===== src/rtl/logic_unit_pipe.sv =====
// rtl/logic_unit_pipe.sv - registered bitwise 2-input logic unit with stream handshake and burst accumulate
module logic_unit_pipe #(
    parameter int WIDTH = 8,
    parameter int CNT_W = 8
) (
    input  logic             clk,
    input  logic             rst_n,
    input  logic             in_valid,
    output logic             in_ready,
    input  logic [WIDTH-1:0] in_a,
    input  logic [WIDTH-1:0] in_b,
    input  logic [1:0]       in_op,
    input  logic             in_acc,
    input  logic             in_last,
    output logic             out_valid,
    input  logic             out_ready,
    output logic [WIDTH-1:0] out_o,
    output logic [CNT_W-1:0] out_cnt
);

    localparam logic [1:0] OP_OR   = 2'd0;
    localparam logic [1:0] OP_AND  = 2'd1;
    localparam logic [1:0] OP_NAND = 2'd2;
    localparam logic [1:0] OP_XOR  = 2'd3;

    localparam logic [CNT_W-1:0] CNT_ONE = CNT_W'(1);
    localparam logic [CNT_W-1:0] CNT_MAX = {CNT_W{1'b1}};

    typedef enum logic {
        IDLE = 1'b0,
        ACC  = 1'b1
    } state_t;

    state_t           state;
    logic [WIDTH-1:0] acc;
    logic [1:0]       op_q;
    logic [CNT_W-1:0] cnt;

    logic             accept;
    logic [WIDTH-1:0] first_res;
    logic [WIDTH-1:0] acc_next;
    logic [CNT_W-1:0] cnt_next;

    function automatic logic [WIDTH-1:0] apply_op(
        input logic [1:0]       op,
        input logic [WIDTH-1:0] x,
        input logic [WIDTH-1:0] y
    );
        logic [WIDTH-1:0] r;
        case (op)
            OP_OR:   r = x | y;
            OP_AND:  r = x & y;
            OP_NAND: r = ~(x & y);
            OP_XOR:  r = x ^ y;
            default: r = '0;
        endcase
        return r;
    endfunction

    // Accept whenever the output slot is empty or is being drained this cycle
    always_comb begin
        in_ready = !out_valid || out_ready;
        accept   = in_valid && in_ready;
    end

    // Candidate results: a fresh operation on both operands, and a fold of in_a into the running accumulator
    always_comb begin
        first_res = apply_op(in_op, in_a, in_b);
        acc_next  = apply_op(op_q, acc, in_a);
        cnt_next  = (cnt == CNT_MAX) ? cnt : cnt + CNT_ONE;
    end

    // Control FSM and registered result; a new result may load in the same cycle the old one drains
    always_ff @(posedge clk or negedge rst_n) begin
        if (!rst_n) begin
            state     <= IDLE;
            acc       <= '0;
            op_q      <= OP_OR;
            cnt       <= '0;
            out_valid <= 1'b0;
            out_o     <= '0;
            out_cnt   <= '0;
        end else begin
            if (out_valid && out_ready) begin
                out_valid <= 1'b0;
            end
            if (accept) begin
                case (state)
                    IDLE: begin
                        if (in_acc) begin
                            op_q <= in_op;
                            acc  <= first_res;
                            cnt  <= CNT_ONE;
                        end
                        if (!in_acc || in_last) begin
                            out_o     <= first_res;
                            out_cnt   <= CNT_ONE;
                            out_valid <= 1'b1;
                            state     <= IDLE;
                        end else begin
                            state <= ACC;
                        end
                    end
                    ACC: begin
                        if (in_last) begin
                            out_o     <= acc_next;
                            out_cnt   <= cnt_next;
                            out_valid <= 1'b1;
                            state     <= IDLE;
                        end else begin
                            acc <= acc_next;
                            cnt <= cnt_next;
                        end
                    end
                    default: state <= IDLE;
                endcase
            end
        end
    end

endmodule

===== config.mk =====
export PLATFORM = sky130hd
export DESIGN_NAME = logic_unit_pipe
export DESIGN_NICKNAME = d
export VERILOG_FILES = /design/src/rtl/logic_unit_pipe.sv
export SDC_FILE = /design/constraint.sdc
export NUM_CORES = 1
export LEC_CHECK = 0
export CAP_MARGIN = 25
export CORE_MARGIN = 2
export CORE_UTILIZATION = 28
export DETAILED_ROUTE_END_ITERATION = 10
export GPL_TIMING_DRIVEN = 0
export PLACE_DENSITY_LB_ADDON = 0.2
export SLEW_MARGIN = 10
export SYNTH_ARGS = -nofsm -noshare
export SYNTH_HDL_FRONTEND = slang
export SYNTH_SLANG_ARGS = --single-unit

===== constraint.sdc =====
create_clock -name clk -period 2.85 [get_ports clk]
set_input_delay 0.57 -clock clk [delete_from_list [all_inputs] [get_ports clk]]
set_output_delay 0.57 -clock clk [all_outputs]
set_load 0.05 [all_outputs]

After elaboration in Yosys (flattened, before gate mapping)
Index checks and enable logic that the tools add are counted.
- add/subtract/negate cells: 1
- equality and inequality tests: 11
- muxes and demuxes: 23
- bitwise operators: 9
- reductions and logical operators: 11
- operator list (operator ; count):
    8-bit 2-to-1 mux ; 9
    8-bit case mux with 2 select lines ; 4
    8-bit case mux with 4 select lines ; 2
    8-bit AND ; 2
    8-bit NOT ; 2
    8-bit OR ; 2
    8-bit XOR ; 2
    3-bit AND reduction ; 3
    8-bit by 1-bit adder with 8-bit output (second input constant) ; 1
    2-bit equality test (second input constant) ; 4
    8-bit equality test (second input constant) ; 1
    2-bit != test (second input constant) ; 4
    1-bit 2-to-1 mux ; 6
    2-bit by 1-bit equality test with 1-bit output (second input constant) ; 2
    2-bit logical NOT ; 2
    1-bit case mux with 2 select lines ; 2
    1-bit logical AND ; 2
    1-bit logical NOT ; 2
    1-bit logical OR ; 2
    1-bit NOT ; 1
- register bits: 36
- output and inout port bits: 18
- word-level logic and storage cells: 62

Depth between registers and ports, before layout
- depth after elaboration: 5
- gate-level depth with buffers: 6

Worst setup path before layout
Ideal clock, no wire load.
- path type: register to register
- start: reg out_valid
- end: reg op_q[0]
- library setup time: 0.125 ns
- arrival time: 1.726 ns
- setup slack: 0.999 ns
- stages on the path, launching flop included: 7
- path buffers: 2
- clock period less this slack: 1.851 ns
- path through: dfrtp_1 nand2b_1 buf_2 o211a_1 buf_4 nand2_4 mux2_4
- word-level cells in the longest chain between the ends: 4
- RTL lines (item ; RTL line ; RTL):
    start, declared ; 15 ; output logic out_valid,
    start signal, assigned ; 80 ; out_valid <= 1'b0;
    start signal, assigned ; 85 ; out_valid <= 1'b0;
    start signal, assigned ; 98 ; out_valid <= 1'b1;
    1-bit logical NOT ; 62 ; in_ready = !out_valid || out_ready;
    1-bit logical OR ; 62 ;
    via in_ready ; 9 ; output logic in_ready,
    1-bit logical AND ; 63 ; accept = in_valid && in_ready;
    3-bit AND reduction (no source line) ; - ;
    end signal, assigned ; 91 ; op_q <= in_op;
    end, declared ; 36 ; logic [1:0] op_q;
The timed path passes the listed nets, and every way through them passes these cells.
A chain may end at the register's enable or synchronous reset.

Final worst setup path
- start: in out_ready
- end: out in_ready
- word-level cells in the longest chain between the ends: 1
- RTL lines (item ; RTL line ; RTL):
    start, declared ; 16 ; input logic out_ready,
    1-bit logical OR ; 62 ;
    end, declared ; 9 ;
Every way passes these cells.

==> results by group <==
Run
  – Max cap viols: 0

Route
  – Routed wire length: 6.57 mm
  – Vias per Instance: 4.81
  – Drt drc: 0
  – Vias: 2340
  – First-pass iteration count of the detailed router: 4
  – Post-route ant nets: 0
  – Wirelength per Cell: 13.5 microns
  – Initial drt markers: 79

Timing
  – Worst-Margin Slew: 530 ps
  – Final Hold Viols: 0
  – RSZ-0062 raised after global routing: false
  – Fin crit period: 2700 ps
  – Rel. slew slack: 0.646
  – Period utilization: 0.946
  – Slew Limit Fails: 0
  – Final Skew: 5.05 ps
  – Setup-failing EPs final: 0
  – Maximum clock rate: 371 MHz
  – Setup tns final: 0 ps

Die
  – Rows: 36
  – Core area: 0.00964 sq mm
  – Area of the die: 0.0106 sq mm
  – Initial core utilization: 0.284
  – Ports: 42
  – Die W: 103 microns
  – Die H: 103 microns

Critical path
  – CP endpoint kind: output pin
  – Crit path arrival time: 2130 ps
  – CP startpoint kind: primary input
  – Critical path type: primary input to output pin
  – Reg2reg setup slack: 1110 ps
  – Worst reg2reg endpoint: cnt[3]
  – R2r startpoint: cnt[0]
  – Worst r2r path cells: 5
  – Critical path fanouts, max: 7
  – Req. time, crit path: 2280 ps

Power and ir drop
  – Maximum VDD drop: 0.406 mV
  – Leakage: 1.59 nW
  – Sequential share of power: 0.322
  – Clock share of power: 0.144
  – Power density over cell area: 774 mW/mm^2
  – Total power draw: 2.66 mW
  – Switching share of total power: 0.450
  – Combinational share of power: 0.533
  – P_sw: 1.20 mW
  – Internal Power: 1.46 mW

Synth
  – Synth Cell Area: 0.00274 sq mm
  – Syn_nets: 360
  – Post-synth top area cell: dfrtp_1
  – Top cell type's share of synthesized area: 0.329
  – Sequential share of the synthesized area: 0.329
  – Post-synthesis cell count: 303
  – Synth Warn #: 0
  – Avg Inst Size Synth: 9.04 sq um
  – #FFs+latches synth: 36
  – Synth cell types: 49
  – Largest cells by area after synthesis: dfrtp_1, ha_1, nand2_1, mux2i_1, inv_1

Global route
  – Initial antenna violation count: 0
  – First-pass GRT wire length: 11.0 mm
  – GR met1 Demand/Resource: 0.169
  – Global Route Usage Sum: 0.131
  – GRT overflow: 0
  – M3 GR Usage: 0.0169
  – Met2 Usage GRT: 0.231
  – Largest net degree at the start of global routing: 23
  – Vias in the first global route: 2303
  – Gr busiest metal: met2

CTS
  – # Post-CTS Setup Buffers: 0
  – TritonCTS clock tree: built
  – TritonCTS Buffers: 5
  – Clock Sinks: 36
  – H-Tree Depth: 2
  – Hold Buf Count CTS: 0
  – Cts repair resizes: 0
  – CTS Buffer Depth: 2
  – Worst-path clk slew: 80 ps
  – Root Driver: clkbuf_8
  – Clk Latency, worst-skew pair: 290 ps

Finish
  – Layout cells sized above 1: 0.102
  – Area Overhead vs Synth: 25.3%
  – Nets: 409
  – Final core utilization: 0.356
  – Fill count: 1027
  – Commonest non-fill, non-tap cell in the layout: nand2_1
  – Antenna cell count: 0
  – Fin cells: 486
  – Commonest cells after routing, fill and taps aside: nand2_1, clkdlybuf4s50_1, dfrtp_1

Placed design
  – Gpl congestion: 0.724
  – Cells after DPL: 478
  – Port bufs: 41
  – Dpl hpwl: 5.11 mm

Hold path
  – Worst Hold Class: primary input to async pin

Outcome
  – Status: completed
## metrics by stage
step	area [sq um]	worst slack (ps)	hold slack, ps
2_1_floorplan	2740	999	274
5_1_grt	3430	93.8	221
6_report	3430	155	197
3_5_place_dp	3340	149	461
4_1_cts	3430	152	203
3_3_place_gp	3320	166	455
## cells in the mapped netlist, drive strengths merged
library cell	instances
xor2	2
mux2	11
xnor2	1
o2111ai	3
o211ai	3
nand3	19
a311oi	1
and2	1
a221o	4
o22ai	5
nand2b	2
ha	33
nand4	1
clkbuf	3
nand2	57
and4	1
and3	1
a31oi	1
dfrtp	36
inv	26
nor2b	3
or4	1
nor3	3
nand3b	7
o22a	1
mux2i	16
a31o	1
o221ai	8
o221a	1
and2b	1
a211oi	1
o21ai	14
nor2	10
o211a	2
nand4b	1
a21oi	11
or2	1
buf	10
## area by class of cell
type                    count  area (sq um)  share of cell area
clock inverters             1          7.51             0.00219
flip-flops and latches     36           901               0.262
repair buffers             42           433               0.126
well taps                 133           166              0.0485
clock buffers               7          86.3              0.0251
plain buffers              13          78.8              0.0230
multi-input cells         228          1660               0.484
inverters                  26          97.6              0.0284
## registers in the layout, indices dropped and copies added, names as in the netlist
register	flops
cnt	8
state	1
op_q	2
out_valid	1
out_o	8
out_cnt	8
acc	8
## kinds of logic (layout without fill, tap and decap cells)
| logic type | after synthesis | after routing | share of synthesized area |
|---|---|---|---|
| mux | 27 | 27 | 0.106 |
| fa+ha+maj | 33 | 33 | 0.151 |
| flops | 36 | 36 | 0.329 |
| buf+inv | 39 | 89 | 0.0644 |
| xor+xnor | 3 | 3 | 0.00959 |
| compound gates | 56 | 56 | 0.148 |
| simple gates | 109 | 109 | 0.192 |
## power by group through the flow
stage | combinational, mW | clock [mW] | sequential [mW]
after floorplan | 0.732 | 0 | 1.11
after global placement | 1.39 | 0 | 0.865
after detailed placement | 1.42 | 0 | 0.867
after CTS | 1.43 | 0.398 | 0.859
after global routing | 1.57 | 0.417 | 0.884
final | 1.42 | 0.384 | 0.857
## critical path, cell delays in order
cell and delay, ps:
clkdlybuf4s50_1 450, nand2b_1 90, buf_2 190, clkdlybuf4s50_1 830
## how the worst max path moves through the flow
stage,start,slack [ps],to,depth (start not counted)
after floorplan,out_valid,1000,op_q[0],6
after global placement,out_ready,170,in_ready,4
after detailed placement,out_ready,150,in_ready,4
after CTS,out_ready,150,in_ready,4
after global routing,out_ready,90,in_ready,4
final,out_ready,150,in_ready,4
## routing by layer
| metal | up-vias | wire [microns] |
|---|---|---|
| met1 | 1126 | 3110 |
| met2 | 38 | 3210 |
| met5 | - | 0 |
| met3 | 4 | 206 |
| met4 | 0 | 47 |
| li1 | 1172 | - |
Power figures use the tool's default switching activity.
